$ cat config.mk
export PLATFORM = sky130hd
export DESIGN_NAME = mining_job_loader
export DESIGN_NICKNAME = d
export VERILOG_FILES = /design/src/rtl/mining_job_loader_pkg.sv /design/src/rtl/mining_job_loader_watchdog.sv /design/src/rtl/mining_job_loader.sv
export SDC_FILE = /design/constraint.sdc
export NUM_CORES = 1
export LEC_CHECK = 0
export CAP_MARGIN = 5
export CELL_PAD_IN_SITES_DETAIL_PLACEMENT = 0
export CELL_PAD_IN_SITES_GLOBAL_PLACEMENT = 1
export CORE_MARGIN = 2
export CORE_UTILIZATION = 42
export CTS_BUF_LIST = sky130_fd_sc_hd__clkbuf_2 sky130_fd_sc_hd__clkbuf_4 sky130_fd_sc_hd__clkbuf_8
export DETAILED_ROUTE_END_ITERATION = 6
export HOLD_SLACK_MARGIN = 0.03
export PLACE_DENSITY = 0.95
export REMOVE_ABC_BUFFERS = 1
export SLEW_MARGIN = 30
export SYNTH_ARGS = -nofsm -noshare
export SYNTH_HDL_FRONTEND = slang
export SYNTH_HIERARCHICAL = 1
export SYNTH_SLANG_ARGS = --single-unit
$ cat constraint.sdc
create_clock -name clk -period 3.85 [get_ports clk]
set_input_delay 1.155 -clock clk [delete_from_list [all_inputs] [get_ports clk]]
set_output_delay 1.155 -clock clk [all_outputs]
set_load 0.005 [all_outputs]
$ cat src/rtl/mining_job_loader_pkg.sv
// Shared definitions for the mining job loader: FSM state encoding, job
// geometry (payload bytes, nonce and hash widths) and the byte-counter helper
// used by the loader while it assembles a job.
package mining_job_loader_pkg;

    typedef enum logic [1:0] {
        ST_LOAD   = 2'd0,
        ST_MINE   = 2'd1,
        ST_RESULT = 2'd2
    } state_e;

    localparam int PAYLOAD_BYTES = 12;
    localparam int NONCE_W       = 32;
    localparam int HASH_W        = 24;
    localparam int PAYLOAD_W     = 8 * PAYLOAD_BYTES;
    localparam int BCNT_W        = 4;

    // True when the byte counter has passed every payload byte, i.e. the
    // next transfer is the target byte.
    function automatic logic is_target_byte(input logic [BCNT_W-1:0] bcnt);
        return (bcnt == BCNT_W'(PAYLOAD_BYTES));
    endfunction

endpackage

$ cat src/rtl/mining_job_loader_watchdog.sv
// job_watchdog: cycle counter bounding how long a job may stay active.
// Ports:
//   clk, reset_L  clock and asynchronous active-low reset
//   clr_i         synchronous clear (takes priority over enable)
//   en_i          count one cycle
//   terminal_o    counter currently equals MAX_CYCLES-1
module job_watchdog #(
    parameter int MAX_CYCLES = 65535,
    parameter int CNT_W      = 16
) (
    input  logic clk,
    input  logic reset_L,
    input  logic clr_i,
    input  logic en_i,
    output logic terminal_o
);

    logic [CNT_W-1:0] cnt_q;
    logic [CNT_W-1:0] cnt_d;

    // Next count: clear wins over enable, otherwise hold.
    always_comb begin
        cnt_d = cnt_q;
        if (clr_i) begin
            cnt_d = {CNT_W{1'b0}};
        end else if (en_i) begin
            cnt_d = cnt_q + {{(CNT_W-1){1'b0}}, 1'b1};
        end else begin
            cnt_d = cnt_q;
        end
    end

    // Counter register.
    always_ff @(posedge clk or negedge reset_L) begin
        if (!reset_L) begin
            cnt_q <= {CNT_W{1'b0}};
        end else begin
            cnt_q <= cnt_d;
        end
    end

    assign terminal_o = (cnt_q == CNT_W'(MAX_CYCLES - 1));

endmodule

$ cat src/rtl/mining_job_loader.sv
// mining_job_loader: assembles a 12-byte payload plus a target byte from a
// byte stream, runs the nonce-search core, and returns the core's result (or
// a watchdog timeout) on a valid/ready result port.
// Ports:
//   in_data/in_valid/in_ready     job byte stream (payload MSB first, then target)
//   payload/target/active         drive the core; stable while active=1
//   terminado/nonce_in/hash_in    core completion and winning result
//   res_valid/res_ready           result handshake
//   res_nonce/res_hash/res_timeout result (zeros plus timeout flag on abort)
//   busy                          high in MINE or RESULT
module mining_job_loader
    import mining_job_loader_pkg::*;
#(
    parameter int MAX_CYCLES = 65535,
    parameter int CNT_W      = 16
) (
    input  logic                 clk,
    input  logic                 reset_L,
    input  logic [7:0]           in_data,
    input  logic                 in_valid,
    output logic                 in_ready,
    output logic [PAYLOAD_W-1:0] payload,
    output logic [7:0]           target,
    output logic                 active,
    input  logic                 terminado,
    input  logic [NONCE_W-1:0]   nonce_in,
    input  logic [HASH_W-1:0]    hash_in,
    output logic                 res_valid,
    input  logic                 res_ready,
    output logic [NONCE_W-1:0]   res_nonce,
    output logic [HASH_W-1:0]    res_hash,
    output logic                 res_timeout,
    output logic                 busy
);

    state_e               state_q,       state_d;
    logic [BCNT_W-1:0]    bcnt_q,        bcnt_d;
    logic [PAYLOAD_W-1:0] payload_q,     payload_d;
    logic [7:0]           target_q,      target_d;
    logic                 active_q,      active_d;
    logic                 guard_q,       guard_d;
    logic                 res_valid_q,   res_valid_d;
    logic [NONCE_W-1:0]   res_nonce_q,   res_nonce_d;
    logic [HASH_W-1:0]    res_hash_q,    res_hash_d;
    logic                 res_timeout_q, res_timeout_d;
    logic                 busy_q,        busy_d;
    logic                 wd_clr_s;
    logic                 wd_term_s;

    job_watchdog #(
        .MAX_CYCLES (MAX_CYCLES),
        .CNT_W      (CNT_W)
    ) u_watchdog (
        .clk        (clk),
        .reset_L    (reset_L),
        .clr_i      (wd_clr_s),
        .en_i       (state_q == ST_MINE),
        .terminal_o (wd_term_s)
    );

    // Next-state logic: byte assembly, mining supervision and result handshake.
    always_comb begin
        state_d       = state_q;
        bcnt_d        = bcnt_q;
        payload_d     = payload_q;
        target_d      = target_q;
        active_d      = active_q;
        guard_d       = guard_q;
        res_valid_d   = res_valid_q;
        res_nonce_d   = res_nonce_q;
        res_hash_d    = res_hash_q;
        res_timeout_d = res_timeout_q;
        wd_clr_s      = 1'b0;
        case (state_q)
            ST_LOAD: begin
                if (in_valid) begin
                    if (is_target_byte(bcnt_q)) begin
                        target_d = in_data;
                        bcnt_d   = {BCNT_W{1'b0}};
                        active_d = 1'b1;
                        guard_d  = 1'b1;
                        wd_clr_s = 1'b1;
                        state_d  = ST_MINE;
                    end else begin
                        payload_d = {payload_q[PAYLOAD_W-9:0], in_data};
                        bcnt_d    = bcnt_q + {{(BCNT_W-1){1'b0}}, 1'b1};
                    end
                end else begin
                    state_d = ST_LOAD;
                end
            end
            ST_MINE: begin
                // The first MINE cycle may still see a flag left from the
                // previous search, so terminado only counts from the second.
                guard_d = 1'b0;
                if (!guard_q && terminado) begin
                    res_nonce_d   = nonce_in;
                    res_hash_d    = hash_in;
                    res_timeout_d = 1'b0;
                    active_d      = 1'b0;
                    res_valid_d   = 1'b1;
                    state_d       = ST_RESULT;
                end else if (wd_term_s) begin
                    res_nonce_d   = {NONCE_W{1'b0}};
                    res_hash_d    = {HASH_W{1'b0}};
                    res_timeout_d = 1'b1;
                    active_d      = 1'b0;
                    res_valid_d   = 1'b1;
                    state_d       = ST_RESULT;
                end else begin
                    state_d = ST_MINE;
                end
            end
            ST_RESULT: begin
                if (res_ready) begin
                    res_valid_d = 1'b0;
                    state_d     = ST_LOAD;
                end else begin
                    state_d = ST_RESULT;
                end
            end
            default: begin
                active_d    = 1'b0;
                res_valid_d = 1'b0;
                bcnt_d      = {BCNT_W{1'b0}};
                state_d     = ST_LOAD;
            end
        endcase
        busy_d = (state_d != ST_LOAD);
    end

    // State and output registers.
    always_ff @(posedge clk or negedge reset_L) begin
        if (!reset_L) begin
            state_q       <= ST_LOAD;
            bcnt_q        <= {BCNT_W{1'b0}};
            payload_q     <= {PAYLOAD_W{1'b0}};
            target_q      <= 8'h00;
            active_q      <= 1'b0;
            guard_q       <= 1'b0;
            res_valid_q   <= 1'b0;
            res_nonce_q   <= {NONCE_W{1'b0}};
            res_hash_q    <= {HASH_W{1'b0}};
            res_timeout_q <= 1'b0;
            busy_q        <= 1'b0;
        end else begin
            state_q       <= state_d;
            bcnt_q        <= bcnt_d;
            payload_q     <= payload_d;
            target_q      <= target_d;
            active_q      <= active_d;
            guard_q       <= guard_d;
            res_valid_q   <= res_valid_d;
            res_nonce_q   <= res_nonce_d;
            res_hash_q    <= res_hash_d;
            res_timeout_q <= res_timeout_d;
            busy_q        <= busy_d;
        end
    end

    assign in_ready    = (state_q == ST_LOAD);
    assign payload     = payload_q;
    assign target      = target_q;
    assign active      = active_q;
    assign res_valid   = res_valid_q;
    assign res_nonce   = res_nonce_q;
    assign res_hash    = res_hash_q;
    assign res_timeout = res_timeout_q;
    assign busy        = busy_q;

endmodule
==> results of run 1 <==
## cell type report
cell class,count,share of cell area (%)
multi-input cells,273,24.8
clock inverters,13,1.32
inverters,12,0.430
flip-flops and latches,187,44.6
repair buffers,247,23.6
well taps,225,2.69
clock buffers,19,2.49
## cell usage in the layout (no fill, tap or decap), drive strengths merged, types with 5 or more instances in the layout
cell           synthesis  final
clkinv                 0      6
a21oi                 10     10
nand2                 12     12
o21ai                  6      6
a22o                  58     58
dfrtp                187    187
nand4                  5      5
inv                   12     15
nor2                  16     16
buf                   20     15
ha                     8      8
xnor2                  6      6
nand3                  6      6
clkbuf                 7     19
mux2                 104    104
clkdlybuf4s50          0    232
## Yosys cell counts, types with 5 or more instances
| master | n | area, sq um |
|---|---|---|
| mux2_2 | 64 | 721 |
| inv_1 | 12 | 45.0 |
| buf_2 | 15 | 75.1 |
| nand2_1 | 12 | 45.0 |
| nand3_1 | 6 | 30.0 |
| a21oi_1 | 10 | 50.1 |
| ha_1 | 8 | 100 |
| mux2_4 | 40 | 601 |
| dfrtp_1 | 187 | 4680 |
| xnor2_1 | 6 | 52.6 |
| a22o_1 | 58 | 508 |
| clkbuf_1 | 7 | 26.3 |
| nor2_1 | 15 | 56.3 |
| o21ai_0 | 5 | 25.0 |
## logic make-up after synthesis
family                   count (synthesis)  synth area share, %
XOR/XNOR                                 9                 1.05
AND/OR/NAND/NOR                         62                 4.75
buffers and inverters                   39                 2.91
adder cells (fa/ha/maj)                  8                 1.34
flip-flops                             187                 62.6
AO/OA/AOI/OAI                           90                 9.64
multiplexers                           104                 17.7
## per-stage QoR
stage	worst slack [ns]	instance area (sq um)	power [mW]	std cells
after floorplan	0.198	7300	5.20	472
after global routing	0.505	10500	9.33	976
after detailed placement	0.668	10100	7.56	944
after global placement	0.754	10100	7.36	944
after CTS	0.617	10500	8.90	976
final	0.626	10500	8.81	976
## power groups by stage
| stage | Clock, mW | Combinational (mW) | Sequential (mW) |
|---|---|---|---|
| 3_5_place_dp | 0 | 3.90 | 3.66 |
| 3_3_place_gp | 0 | 3.75 | 3.61 |
| 5_1_grt | 1.42 | 4.14 | 3.77 |
| 6_report | 1.31 | 3.86 | 3.64 |
| 2_1_floorplan | 0 | 1.62 | 3.57 |
| 4_1_cts | 1.34 | 3.91 | 3.65 |
## per-layer routing
layer	global-route usage [%]	vias to the layer above
met3	5.37	18
li1	-	2298
met4	5.33	0
met1	24.8	2496
met2	29.4	210
met5	0	-
## final timing paths
path	end	cells past startpoint
min	target[4]	1
max reg2reg	res_nonce[1]	6
max	in_ready	3
min reg2reg	target[4]	1
min in group asynchronous	payload[25]	1
max in group asynchronous	payload[16]	2
## registers in the layout, indices dropped and copies added, names as in the netlist, 2 cells and up
signal and cells:
payload 96, res_nonce 32, res_hash 24, u_watchdog/cnt_q 16, target 8, bcnt_q 4
state_q 2
## worst max-delay path: cells and delay by family, from the launching register on
family	cells	cell delay [ns]
flip-flops	1	0.42
adder cells (fa/ha/maj)	1	0.47
buffers and inverters	2	0.72
==> out/results.tsv, run 1 <==
metric	value	unit
crit path launch	state_q[0]	
worst hold start	target[4]	
Critical Path AT	2.07	ns
Final ANT Viol Nets	0	
post-cts sizing count	0	
CP max FO	13	
met1 WL	7520	microns
sequential cell fraction of total power	41.3	%
sw frac	29.7	%
Placer Congestion	0.856	
endpoints failing setup	0	
Total Neg Setup Slack	0	ns
Yosys warning count	6	
cts bufs inserted	17	
Multi-input gate area	0.00260	sq mm
GRT Overall Usage	18.5	%
CP max stage cell	clkdlybuf4s50_1	
Synth Register Bits	187	
Cells after Synth	499	
vias in the first global route	5088	
FP Rows	48	
routed wl met3	1140	microns
Post-CTS Hold Buffers	0	
EDFF count, synth	0	
Pleak	4.55	nW
Psw	2.62	mW
clk buf depth	2	
Pint	6.19	mW
crit path kind	flip-flop to output pin	
clock sink count	187	
Top Metal Used	met4	
Post-synth ARST share	100	%
worst-margin pin slew	0.633	ns
Main synth FF type	dfrtp_1	
Reg2Reg Launch Point	u_watchdog/cnt_q[6]	
Initial Util	43.1	%
core area	0.0174	sq mm
run status	completed	
met2 wire length	8280	microns
max-slew violation count	0	
Worst-Skew Late Latency	0.46	ns
# IOs	234	
Congestion Overflow GR	0	
critical path capture point type	output pin	
CTS tree	done	
Initial DRC Count	254	
H-tree Lvls	4	
Avg Vias per Cell	5.15	
wire length per cell	17.6	microns
unrepaired setup endpoints after global routing	no	
Via Count	5022	
first drt pass iteration count	4	
Detailed Place HPWL	12200	microns
Die Area	0.0189	sq mm
Die Span X	137	microns
Total Wirelength	17100	microns
HP Class	flip-flop to flip-flop	
antenna violations before repair	0	
Pwr per Cell Area	840	mW/mm^2
Sequential Area	0.00468	sq mm
Period Utilization, post-route	83.7	%
Peak VDD IR	0.437	mV
DRC viols	0	
clock slew at reported path FFs	0.09	ns
largest net degree at the start of global routing	93	
flop-to-flop setup slack	1.32	ns
Max stage delay on crit path	0.62	ns
total of fill cells in the finished design	1287	
Post-Syn Area	0.00747	sq mm
die height	137	microns
Fin. Hold Viols	0	
global-route wire length before repair	26900	microns
WHS	0.514	ns
Rel. slew slack	57.4	%
final worst path period need	3.22	ns
maxcap violations	0	
Logic pwr share	43.8	%
share of layout cells above drive strength 1	21.6	%
clock network power share	14.8	%
fmax	310	MHz
postcts setup bufs	0	
Root Buffer	clkbuf_8	
crit start category	flip-flop	
Required @ worst endpoint	2.69	ns
crit path cell chain	inv_1 -> ha_1 -> clkdlybuf4s50_1	
Layout Nets	815	
register area share after synthesis	62.6	%
unique cell type count in the Yosys netlist	48	
Clock Skews	0.0150	ns
antenna cells	0	
Layout area overhead	40.3	%
IO buf count	233	
syn avg cell area	15.0	sq um
Finished Core Util	60.4	%
Power figures use the tool's default switching activity.
==> run 2, diff against run 1 <==
--- a/config.mk
+++ b/config.mk
@@ -9,11 +9,11 @@
 export CELL_PAD_IN_SITES_DETAIL_PLACEMENT = 0
 export CELL_PAD_IN_SITES_GLOBAL_PLACEMENT = 1
 export CORE_MARGIN = 2
-export CORE_UTILIZATION = 42
+export CORE_UTILIZATION = 39
 export CTS_BUF_LIST = sky130_fd_sc_hd__clkbuf_2 sky130_fd_sc_hd__clkbuf_4 sky130_fd_sc_hd__clkbuf_8
 export DETAILED_ROUTE_END_ITERATION = 6
 export HOLD_SLACK_MARGIN = 0.03
-export PLACE_DENSITY = 0.95
+export PLACE_DENSITY = 0.94
 export REMOVE_ABC_BUFFERS = 1
 export SLEW_MARGIN = 30
 export SYNTH_ARGS = -nofsm -noshare
==> constraint.sdc (replaced) <==
create_clock -name clk -period 3.2 [get_ports clk]
set_input_delay 0.96 -clock clk [delete_from_list [all_inputs] [get_ports clk]]
set_output_delay 0.96 -clock clk [all_outputs]
set_load 0.005 [all_outputs]
==> out/results.tsv, run 2 (synthesis gave the netlist of run 1 again) <==
metric	value	unit	change
CP max stage cell	clkdlybuf4s50_1		
first drt pass iteration count	4		unchanged
Total Wirelength	16600	microns	-3.1%
GRT Overall Usage	16.4	%	-2.1 points
sequential cell fraction of total power	41.1	%	-0.2 points
DRC viols	0		unchanged
Pint	7.36	mW	+19%
largest net degree at the start of global routing	69		-26%
Peak VDD IR	0.436	mV	-0.22%
clock network power share	14.8	%	about the same
antenna violations before repair	0		unchanged
cts bufs inserted	17		unchanged
global-route wire length before repair	26200	microns	-2.6%
crit start category	flip-flop		
FP Rows	50		+4.2%
core area	0.0188	sq mm	+8.1%
clk buf depth	2		unchanged
Worst-Skew Late Latency	0.46	ns	about the same
CTS tree	done		
endpoints failing setup	0		unchanged
Avg Vias per Cell	5.04		-2.0%
Layout Nets	818		+0.37%
Reg2Reg Depth	8		+2
CP max FO	13		unchanged
Root Buffer	clkbuf_8		
Die Area	0.0203	sq mm	+7.5%
Detailed Place HPWL	11600	microns	-5.3%
most frequent cells in the layout	clkdlybuf4s50_1 (232), dfrtp_1 (187), mux2_2 (64)		
Layout area overhead	40.9	%	
Die Span X	142	microns	+3.7%
clock slew at reported path FFs	0.10	ns	about the same
H-tree Lvls	4		unchanged
critical path capture point type	output pin		
final worst path period need	3.00	ns	
antenna cells	0		unchanged
sw frac	30.1	%	+0.34 points
Final ANT Viol Nets	0		unchanged
Initial DRC Count	164		-35%
unrepaired setup endpoints after global routing	no		
max-slew violation count	0		unchanged
Congestion Overflow GR	0		unchanged
Psw	3.16	mW	+21%
crit path kind	flip-flop to output pin		
vias in the first global route	4982		-2.1%
Fin. Hold Viols	0		unchanged
max reg flops	96		unchanged
clock sink count	187		unchanged
share of layout cells above drive strength 1	21.8	%	+0.18 points
Critical Path AT	2.04	ns	-0.03 ns
placed instance count	956		+1.3%
Period Utilization, post-route	93.8	%	
Required @ worst endpoint	2.24	ns	-0.45 ns
Post-CTS Hold Buffers	0		unchanged
fmax	333	MHz	
Pleak	4.57	nW	+0.44%
post-cts sizing count	0		unchanged
IO buf count	233		unchanged
Reg2Reg Launch Point	state_q[0]		
Max stage delay on crit path	0.61	ns	about the same
Rel. slew slack	59.4	%	+1.9 points
Logic pwr share	44.0	%	+0.2 points
die height	142	microns	+3.7%
Total Power	10.5	mW	+19%
crit path launch	state_q[0]		
Pwr per Cell Area	999	mW/mm^2	+19%
commonest non-fill, non-tap cell in the layout	clkdlybuf4s50_1		
postcts setup bufs	0		unchanged
wire length per cell	16.8	microns	-4.3%
Placer Congestion	0.781		-8.7%
Finished Layout Cells	988		+1.2%
worst-margin pin slew	0.610	ns	-0.0235 ns
Clock Skews	0.0185	ns	+0.00352 ns
HP Class	primary input to async pin		
crit path cell chain	inv_1 -> ha_1 -> clkdlybuf4s50_1		
Finished Core Util	56.1	%	-4.3 points
# IOs	234		unchanged
run status	completed		
Total Neg Setup Slack	0	ns	unchanged
WHS	0.434	ns	-0.0803 ns
Initial Util	39.8	%	-3.2 points
Via Count	4984		-0.76%
maxcap violations	0		unchanged
## run 2: cell types whose count changed in the layout (fill, tap and decap cells not counted), sizes merged
cell and delta:
clkbuf -2, bufinv -1, inv +1, buf +3, clkinv +2
## run 2: path summary, 6_finish.rpt
check / endpoint / slack (ns)
setup reg to reg: u_watchdog/cnt_q[15] / 0.82
setup / recovery: in_ready / 0.20
min in group clk: res_hash[5] / 0.51
max in group asynchronous: res_nonce[19] / 2.06
hold reg to reg: res_hash[5] / 0.51
hold / removal: payload[22] / 0.43
## run 2: area by class of cell
| type | instances | area [sq um] |
|---|---|---|
| Timing Repair Buffer | 250 | 2520 |
| Clock inverter | 15 | 163 |
| Inverter | 12 | 45.0 |
| Fill cell | 1533 | 8240 |
| Multi-Input combinational cell | 273 | 2590 |
| Tap cell | 234 | 293 |
| Clock buffer | 17 | 234 |
| Sequential cell | 187 | 4680 |
## run 2: critical path: cells and delay by family (launching register included)
family | cells | cell delay [ns]
adder cells (fa/ha/maj) | 1 | 0.44
buffers and inverters | 2 | 0.70
flip-flops | 1 | 0.43
## run 2: metrics by stage
| stage | instance area [sq um] | setup slack (ns) |
|---|---|---|
| 2_1_floorplan | 7300 | -0.257 |
| 3_3_place_gp | 10100 | 0.299 |
| 3_5_place_dp | 10100 | 0.250 |
| 4_1_cts | 10500 | 0.151 |
| 5_1_grt | 10500 | 0.0417 |
| 6_report | 10500 | 0.197 |
## run 2: metal layers
metal,track usage (%),share of wire [%],vias to the layer above,routed length [microns]
li1,-,-,2296,-
met1,22.1,45,2474,7460
met2,25.1,47,196,7740
met3,5.45,6.9,18,1150
met4,5.58,1.5,0,249
met5,0,0,-,0
## run 2: power groups by stage
| stage | Clock [mW] | Combinational, mW | Sequential [mW] |
|---|---|---|---|
| 6_report | 1.56 | 4.63 | 4.33 |
| 3_3_place_gp | 0 | 4.57 | 4.33 |
| 5_1_grt | 1.71 | 4.95 | 4.49 |
| 2_1_floorplan | 0 | 1.95 | 4.30 |
| 4_1_cts | 1.61 | 4.69 | 4.34 |
| 3_5_place_dp | 0 | 4.69 | 4.36 |
